<file path="config.mk">
export PLATFORM = sky130hd
export DESIGN_NAME = ucie_sb_tx_serializer_flat
export DESIGN_NICKNAME = d
export VERILOG_FILES = /design/src/rtl/ucie_sb_tx_serializer_if.sv /design/src/rtl/ucie_sb_tx_serializer.sv /design/src/flat_wrapper.sv
export SDC_FILE = /design/constraint.sdc
export NUM_CORES = 1
export LEC_CHECK = 0
export BUFFER_PORTS_ARGS = -buffer_cell sky130_fd_sc_hd__buf_4
export CORE_ASPECT_RATIO = 0.5
export CORE_MARGIN = 4
export CORE_UTILIZATION = 40
export CTS_CLUSTER_SIZE = 25
export DETAILED_ROUTE_END_ITERATION = 6
export SYNTH_ARGS = -nofsm -noshare
export SYNTH_HDL_FRONTEND = slang
export SYNTH_SLANG_ARGS = --single-unit
</file>
<file path="constraint.sdc">
create_clock -name clk -period 3.4 [get_ports clk]
set_clock_uncertainty 0.15 [all_clocks]
set_input_delay 0.17 -clock clk [delete_from_list [all_inputs] [get_ports clk]]
set_output_delay 0.17 -clock clk [all_outputs]
set_load 0.02 [all_outputs]
</file>
<file path="src/rtl/ucie_sb_tx_serializer_if.sv">
`default_nettype none
//==============================================================================
// Module   : ucie_sb_tx_serializer_if
// Brief    : Word push handshake from the sideband link controller to the TX serializer
// Revision : 1.0
//==============================================================================
interface ucie_sb_tx_serializer_if #(
  parameter int PKT_W = 64
);
  logic             in_valid;
  logic             in_ready;
  logic [PKT_W-1:0] in_data;
  logic             in_last;

  modport master (output in_valid, output in_data, output in_last, input  in_ready);
  modport slave  (input  in_valid, input  in_data, input  in_last, output in_ready);
endinterface
`default_nettype wire

</file>
<file path="src/rtl/ucie_sb_tx_serializer.sv">
`default_nettype none
//==============================================================================
// Module   : ucie_sb_tx_serializer
// Brief    : UCIe sideband TX path; word FIFO feeding an LSB-first shifter with a gated SBTX_CLK
// Revision : 1.0
//==============================================================================
module ucie_sb_tx_serializer #(
  parameter int PKT_W      = 64,
  parameter int FIFO_DEPTH = 4,
  parameter int HALF_DIV   = 1,
  parameter int GAP_UI     = 32
) (
  input  wire logic                          clk,
  input  wire logic                          sb_reset_n,
  input  wire logic                          tx_en,
  ucie_sb_tx_serializer_if.slave             in_if,
  output logic                               SBTX_CLK,
  output logic                               SBTX_DATA,
  output logic                               busy,
  output logic                               pkt_done,
  output logic [$clog2(FIFO_DEPTH):0]        fifo_level,
  output logic                               ovf_err
);

  localparam int c_PTR_W   = $clog2(FIFO_DEPTH);
  localparam int c_LVL_W   = c_PTR_W + 1;
  localparam int c_BIT_W   = $clog2(PKT_W);
  localparam int c_PH_W    = (HALF_DIV > 1) ? $clog2(HALF_DIV) : 1;
  localparam int c_GAP_CYC = GAP_UI * 2 * HALF_DIV;
  localparam int c_GAP_W   = (c_GAP_CYC > 1) ? $clog2(c_GAP_CYC) : 1;

  localparam logic [c_LVL_W-1:0] c_DEPTH    = c_LVL_W'(FIFO_DEPTH);
  localparam logic [c_PH_W-1:0]  c_PH_LAST  = c_PH_W'(HALF_DIV - 1);
  localparam logic [c_BIT_W-1:0] c_BIT_LAST = c_BIT_W'(PKT_W - 1);
  localparam logic [c_GAP_W-1:0] c_GAP_LAST = c_GAP_W'(c_GAP_CYC - 1);

  typedef enum logic [1:0] {
    S_IDLE  = 2'd0,
    S_SHIFT = 2'd1,
    S_GAP   = 2'd2
  } state_t;

  // FIFO storage: bit PKT_W carries the word's in_last flag
  logic [PKT_W:0]       r_mem [FIFO_DEPTH];
  logic [c_PTR_W-1:0]   r_wr_ptr;
  logic [c_PTR_W-1:0]   r_rd_ptr;
  logic [c_LVL_W-1:0]   r_count;

  state_t               r_state;
  logic [PKT_W-1:0]     r_shift;
  logic                 r_last;
  logic                 r_wait;
  logic                 r_phase;
  logic [c_BIT_W-1:0]   r_bit_cnt;
  logic [c_PH_W-1:0]    r_ph_cnt;
  logic [c_GAP_W-1:0]   r_gap_cnt;

  state_t               w_state_nxt;
  logic [PKT_W-1:0]     w_shift_nxt;
  logic                 w_last_nxt;
  logic                 w_wait_nxt;
  logic                 w_phase_nxt;
  logic [c_BIT_W-1:0]   w_bit_nxt;
  logic [c_PH_W-1:0]    w_ph_nxt;
  logic [c_GAP_W-1:0]   w_gap_nxt;
  logic                 w_sbclk_nxt;
  logic                 w_sbdat_nxt;
  logic                 w_done_nxt;
  logic                 w_load;

  logic                 w_full;
  logic                 w_empty;
  logic                 w_push;
  logic [PKT_W:0]       w_head;
  logic [c_BIT_W-1:0]   w_bit_inc;

  assign w_full          = (r_count == c_DEPTH);
  assign w_empty         = (r_count == '0);
  assign in_if.in_ready  = !w_full;
  assign w_push          = in_if.in_valid && !w_full;
  assign w_head          = r_mem[r_rd_ptr];
  assign w_bit_inc       = r_bit_cnt + 1'b1;
  assign fifo_level      = r_count;
  assign busy            = (r_state != S_IDLE) || !w_empty;

  always_ff @(posedge clk) begin
    if (w_push) begin
      r_mem[r_wr_ptr] <= {in_if.in_last, in_if.in_data};
    end
  end

  // A full FIFO rejects the write even when the shifter pops in the same cycle
  always_ff @(posedge clk) begin
    if (!sb_reset_n) begin
      r_wr_ptr <= '0;
      r_rd_ptr <= '0;
      r_count  <= '0;
      ovf_err  <= 1'b0;
    end else begin
      if (w_push) begin
        r_wr_ptr <= r_wr_ptr + 1'b1;
      end
      if (w_load) begin
        r_rd_ptr <= r_rd_ptr + 1'b1;
      end
      r_count <= r_count + c_LVL_W'(w_push) - c_LVL_W'(w_load);
      if (in_if.in_valid && w_full) begin
        ovf_err <= 1'b1;
      end
    end
  end

  always_comb begin
    w_state_nxt = r_state;
    w_shift_nxt = r_shift;
    w_last_nxt  = r_last;
    w_wait_nxt  = r_wait;
    w_phase_nxt = r_phase;
    w_bit_nxt   = r_bit_cnt;
    w_ph_nxt    = r_ph_cnt;
    w_gap_nxt   = r_gap_cnt;
    w_sbclk_nxt = SBTX_CLK;
    w_sbdat_nxt = SBTX_DATA;
    w_done_nxt  = 1'b0;
    w_load      = 1'b0;

    case (r_state)
      S_IDLE: begin
        if (tx_en && !w_empty) begin
          w_load = 1'b1;
        end
      end
      S_SHIFT: begin
        if (r_wait) begin
          // Underrun inside a packet: pads stay low until the next word shows up
          if (!w_empty) begin
            w_load = 1'b1;
          end
        end else if (r_ph_cnt != c_PH_LAST) begin
          w_ph_nxt = r_ph_cnt + 1'b1;
        end else begin
          w_ph_nxt = '0;
          if (!r_phase) begin
            w_phase_nxt = 1'b1;
            w_sbclk_nxt = 1'b1;
          end else if (r_bit_cnt != c_BIT_LAST) begin
            w_bit_nxt   = w_bit_inc;
            w_phase_nxt = 1'b0;
            w_sbclk_nxt = 1'b0;
            w_sbdat_nxt = r_shift[w_bit_inc];
          end else begin
            w_phase_nxt = 1'b0;
            w_sbclk_nxt = 1'b0;
            w_sbdat_nxt = 1'b0;
            if (r_last) begin
              w_state_nxt = S_GAP;
              w_gap_nxt   = '0;
            end else if (!w_empty) begin
              w_load = 1'b1;
            end else begin
              w_wait_nxt = 1'b1;
            end
          end
        end
      end
      S_GAP: begin
        if (r_gap_cnt == c_GAP_LAST) begin
          w_state_nxt = S_IDLE;
          w_done_nxt  = 1'b1;
        end else begin
          w_gap_nxt = r_gap_cnt + 1'b1;
        end
      end
      default: begin
        w_state_nxt = S_IDLE;
      end
    endcase

    if (w_load) begin
      w_state_nxt = S_SHIFT;
      w_shift_nxt = w_head[PKT_W-1:0];
      w_last_nxt  = w_head[PKT_W];
      w_wait_nxt  = 1'b0;
      w_phase_nxt = 1'b0;
      w_bit_nxt   = '0;
      w_ph_nxt    = '0;
      w_sbclk_nxt = 1'b0;
      w_sbdat_nxt = w_head[0];
    end
  end

  always_ff @(posedge clk) begin
    if (!sb_reset_n) begin
      r_state   <= S_IDLE;
      r_shift   <= '0;
      r_last    <= 1'b0;
      r_wait    <= 1'b0;
      r_phase   <= 1'b0;
      r_bit_cnt <= '0;
      r_ph_cnt  <= '0;
      r_gap_cnt <= '0;
      SBTX_CLK  <= 1'b0;
      SBTX_DATA <= 1'b0;
      pkt_done  <= 1'b0;
    end else begin
      r_state   <= w_state_nxt;
      r_shift   <= w_shift_nxt;
      r_last    <= w_last_nxt;
      r_wait    <= w_wait_nxt;
      r_phase   <= w_phase_nxt;
      r_bit_cnt <= w_bit_nxt;
      r_ph_cnt  <= w_ph_nxt;
      r_gap_cnt <= w_gap_nxt;
      SBTX_CLK  <= w_sbclk_nxt;
      SBTX_DATA <= w_sbdat_nxt;
      pkt_done  <= w_done_nxt;
    end
  end

endmodule
`default_nettype wire

</file>
<file path="src/flat_wrapper.sv">
// flat-port wrapper written by rule: the top's interface ports become plain ports
module ucie_sb_tx_serializer_flat 
#(
  parameter int PKT_W      = 64,
  parameter int FIFO_DEPTH = 4,
  parameter int HALF_DIV   = 1,
  parameter int GAP_UI     = 32
)
  (clk, sb_reset_n, tx_en, SBTX_CLK, SBTX_DATA, busy, pkt_done, fifo_level, ovf_err, in_if_in_valid, in_if_in_data, in_if_in_last, in_if_in_ready);
  ucie_sb_tx_serializer_if #(.PKT_W(PKT_W)) in_if_i ();
  input  wire logic clk;
  input  wire logic sb_reset_n;
  input  wire logic tx_en;
  output logic SBTX_CLK;
  output logic SBTX_DATA;
  output logic busy;
  output logic pkt_done;
  output logic [$clog2(FIFO_DEPTH):0] fifo_level;
  output logic ovf_err;
  input wire logic [$bits(in_if_i.in_valid)-1:0] in_if_in_valid;
  input wire logic [$bits(in_if_i.in_data)-1:0] in_if_in_data;
  input wire logic [$bits(in_if_i.in_last)-1:0] in_if_in_last;
  output wire logic [$bits(in_if_i.in_ready)-1:0] in_if_in_ready;
  assign in_if_i.in_valid = in_if_in_valid;
  assign in_if_i.in_data = in_if_in_data;
  assign in_if_i.in_last = in_if_in_last;
  assign in_if_in_ready = in_if_i.in_ready;
  ucie_sb_tx_serializer #(.PKT_W(PKT_W), .FIFO_DEPTH(FIFO_DEPTH), .HALF_DIV(HALF_DIV), .GAP_UI(GAP_UI)) u_core (.clk(clk), .sb_reset_n(sb_reset_n), .tx_en(tx_en), .in_if(in_if_i), .SBTX_CLK(SBTX_CLK), .SBTX_DATA(SBTX_DATA), .busy(busy), .pkt_done(pkt_done), .fifo_level(fifo_level), .ovf_err(ovf_err));
endmodule
</file>
==> metrics.md <==
| Metric | Value |
|---|---|
| Outcome | `finished clean` |
| CP Max Fanout | `6` |
| Compound-Gate Fraction of Synth Area | `4.56%` |
| Worst slew pin tran | `729 ps` |
| Worst-case clock buffer depth | `3` |
| Avg WL per Cell | `17.9 um` |
| Sw frac | `25.5%` |
| Rows | `47` |
| Slew Limit Fails | `0` |
| Sequential share of the synthesized area | `70.8%` |
| Area post-placement | `14800 um^2` |
| Area grow syn2layout | `20.1%` |
| Worst r2r src | `u_core.r_bit_cnt[1]$_SDFFE_PP0P_` |
| Post-synth top area cell | `edfxtp_1` |
| Final Wtd Congestion | `0.740` |
| Finished Layout Cells | `1421` |
| Fill count | `2727` |
| Post-CTS Setup Inserts | `0` |
| Core footprint | `33300 um^2` |
| Post-synth EDFFs | `260` |
| Final Hold Viols | `0` |
| DRC | `0` |
| Sequential power share | `49.3%` |
| Ranking of synthesized cells by area | `edfxtp_1 (57%), dfxtp_1 (14%), mux4_2 (13%), nand2_1 (4.0%), a21boi_0 (2.0%)` |
| Unrepaired setup endpoints after global routing | `no` |
| Final WL | `25400 um` |
| Logic pwr share | `20.0%` |
| Max Clk Rate | `351 MHz` |
| Cell total after placement | `1298` |
| RR Endpoint | `u_core.fifo_level[2]$_SDFF_PN0_` |
| Num ports | `78` |
| Die Width | `269 um` |
| Most common cell after layout, fill and taps aside | `edfxtp_1` |
| Post-synthesis net count | `891` |
| Worst Hold Class | `primary input to register` |
| Sw power | `2.81 mW` |
| Crit-path most repeated cell | `ha_1` |
| Synthesized flop and latch total | `353` |
| Crit-path slowest cell | `fa_1` |
| Initial antenna violation count | `0` |
| Clk_lat worst skew | `560 ps` |
| Largest net degree at the start of global routing | `82` |
| Die area | `37300 um^2` |
| Worst Hold Endpoint | `u_core.r_mem[3][22]$_DFFE_PP_` |
| Final instance area | `16400 um^2` |
| Vias per cell | `5.04` |
| Clock Power Share | `30.6%` |
| Crit path arrival time | `3150 ps` |
| Syn avg cell area | `16.8 um^2` |
| Hold Path Cell Cnt | `2` |
| Clock transition at path regs | `60 ps` |
| TritonCTS Buffers | `31` |
| Vias in the first global route | `7514` |
| Endpoints failing setup | `0` |
| CTS tree | `yes` |
| ANT cells | `0` |
| Clk root buf | `clkbuf_16` |
| Synth async-reset ratio | `0%` |
| Internal power | `8.19 mW` |
| Die Height | `139 um` |
| Synthesized area | `13700 um^2` |
| Synth Area in XOR/XNOR | `1.21%` |
| Post-DRT Antenna Nets | `0` |
| Post-layout min period | `2850 ps` |
| CP Class | `register to register` |
| Setup TNS | `0 ps` |
| Drt first pass iters | `5` |
| Layout Nets | `1035` |
| Largest family of logic cells by synthesized area | `multiplexers` |
| Hold Startpoint | `in_if_in_data[22]` |
| Drt initial violations | `366` |
| First-pass GRT wire length | `41200 um` |
| MaxCap Viol Count | `0` |
| Pwr Density | `671 nW/um^2` |
| DP Wirelength | `14600 um` |
| Clk sinks | `353` |
| Reg2reg setup slack | `550 ps` |
| Number of port buffers | `77` |
| GRT overflow | `0` |
| Static leakage | `5.43 nW` |
| Largest stage delay, worst path | `370 ps` |
| Initial Util | `40.9%` |
| Post-synthesis cell type count | `43` |
| Synth Area in Adders | `0.880%` |
| Worst setup EP type | `register` |
| Synth Area in Simple Gates | `6.47%` |
| Slew margin rel. | `51.4%` |
| Worst Path Required | `3700 ps` |
| Total power | `11.0 mW` |
| CP Cell Sequence | `ha_1, and4_1, and3_4, o21ai_4, inv_2, ha_1, inv_1, ha_1, inv_1, fa_1, xnor2_1, xnor2_1, and2_1` |
| VDD IR max | `0.000402 V` |
| Fin crit share | `83.8%` |
| Post-synthesis mux area share | `14.1%` |
| Post-Syn Instances | `813` |
| Fraction of layout cells with a size suffix above 1 | `22.9%` |
| H-tree levels | `1` |
| Top cell type's share of synthesized area | `57.2%` |
| Total number of vias | `7162` |
| WHS | `194 ps` |
| Global Route Usage Sum | `13.7%` |
| Reg2Reg Depth | `13` |
| Yosys warnings | `0` |
| Top_reg_cell synth | `edfxtp_1` |
| Most frequent cells in the layout | `edfxtp_1 (260), nand2_1 (145), dfxtp_1 (91)` |
| Critical Path Source Type | `register` |
-- metrics by stage --
stage               utilization (%)  setup slack [ps]
global placement               44.2               616
global route                   49.2               367
finish                         49.2               551
detailed placement             44.2               557
CTS                            49.2               546
floorplan                         -               344
-- registers in the layout, summed over array words and instances, names as in the netlist, named ones only --
signal and flops:
u_core.r_wait 1, u_core.r_state 2, u_core.fifo_level 3, u_core.r_rd_ptr 2, u_core.r_last 1, u_core.r_mem 260
u_core.ovf_err 1, u_core.SBTX_CLK 1, u_core.r_bit_cnt 6, u_core.r_shift 64, u_core.pkt_done 1, u_core.SBTX_DATA 1
u_core.r_wr_ptr 2, u_core.r_gap_cnt 6
-- how the worst max path moves through the flow --
stage                                     startpoint                         endpoint  slack, ps
floorplan            u_core.fifo_level[1]$_SDFF_PN0_     u_core.r_mem[0][0]$_DFFE_PP_        340
finish              u_core.r_bit_cnt[1]$_SDFFE_PP0P_  u_core.fifo_level[2]$_SDFF_PN0_        550
global route        u_core.r_bit_cnt[1]$_SDFFE_PP0P_  u_core.fifo_level[2]$_SDFF_PN0_        370
detailed placement  u_core.r_bit_cnt[1]$_SDFFE_PP0P_  u_core.fifo_level[2]$_SDFF_PN0_        560
CTS                 u_core.r_bit_cnt[1]$_SDFFE_PP0P_  u_core.fifo_level[2]$_SDFF_PN0_        550
global placement    u_core.r_bit_cnt[0]$_SDFFE_PP0P_  u_core.fifo_level[2]$_SDFF_PN0_        620
-- area by class of cell --
| class | count | area [um^2] | area share (%) |
|---|---|---|---|
| clock buffer | 47 | 876 | 5.34 |
| clock inverter | 9 | 93.8 | 0.572 |
| inverter | 8 | 30.0 | 0.183 |
| multi-input combinational | 406 | 3730 | 22.8 |
| sequential | 353 | 9670 | 59.0 |
| tap | 441 | 552 | 3.37 |
| timing repair buffer | 157 | 1430 | 8.75 |
-- logic make-up after synthesis --
kind of cell | after synthesis
compound gates | 85
fa+ha+maj | 9
xor+xnor | 18
mux | 88
flops | 353
simple gates | 206
buf+inv | 54
-- worst max-delay path: cells and delay by family (launching register included) --
family          cells  cell delay, ps
compound gates      1             150
xor+xnor            2             270
fa+ha+maj           4            1030
buf+inv             3             160
flops               1             330
simple gates        3             640
-- what timing repair did --
action	CTS	global route
hold buffers	67	0
endpoints found under the hold margin	263	0
resized for setup	0	0
-- synthesized netlist by cell type (2+ instances only) --
cell type	n
a41oi_1	2
a31oi_1	2
and2_1	9
nand2b_1	2
xnor2_1	11
mux4_2	81
nor2_1	20
inv_1	7
dfxtp_1	93
mux2i_1	3
mux2_2	2
mux4_1	2
a21oi_1	5
or3_1	3
buf_4	6
edfxtp_1	260
nand4_1	4
clkbuf_1	20
buf_6	2
nand3_1	6
a21boi_0	37
ha_1	8
and3_1	5
nor2b_1	5
a21boi_1	28
nor3_1	2
nor4bb_1	2
nand2_1	145
o21ai_0	5
xor2_1	6
buf_2	18
-- power groups by stage --
stage,logic [mW],clock network [mW],registers (mW)
floorplan,1.59,0,5.48
global placement,2.20,0,5.49
detailed placement,2.20,0,5.52
CTS,2.27,3.48,5.43
global route,2.46,3.66,5.48
finish,2.20,3.37,5.43
-- routing by layer --
layer | global-route usage (%) | up-vias | wire [um] | part of all wire [%]
met3 | 2.52 | 43 | 871 | 3.4
li1 | - | 3372 | - | -
met2 | 23.2 | 96 | 12200 | 48
met1 | 18.7 | 3651 | 11900 | 47
met5 | 0 | - | 0 | 0
met4 | 2.76 | 0 | 452 | 1.8
(Power assumes the default switching activity.)
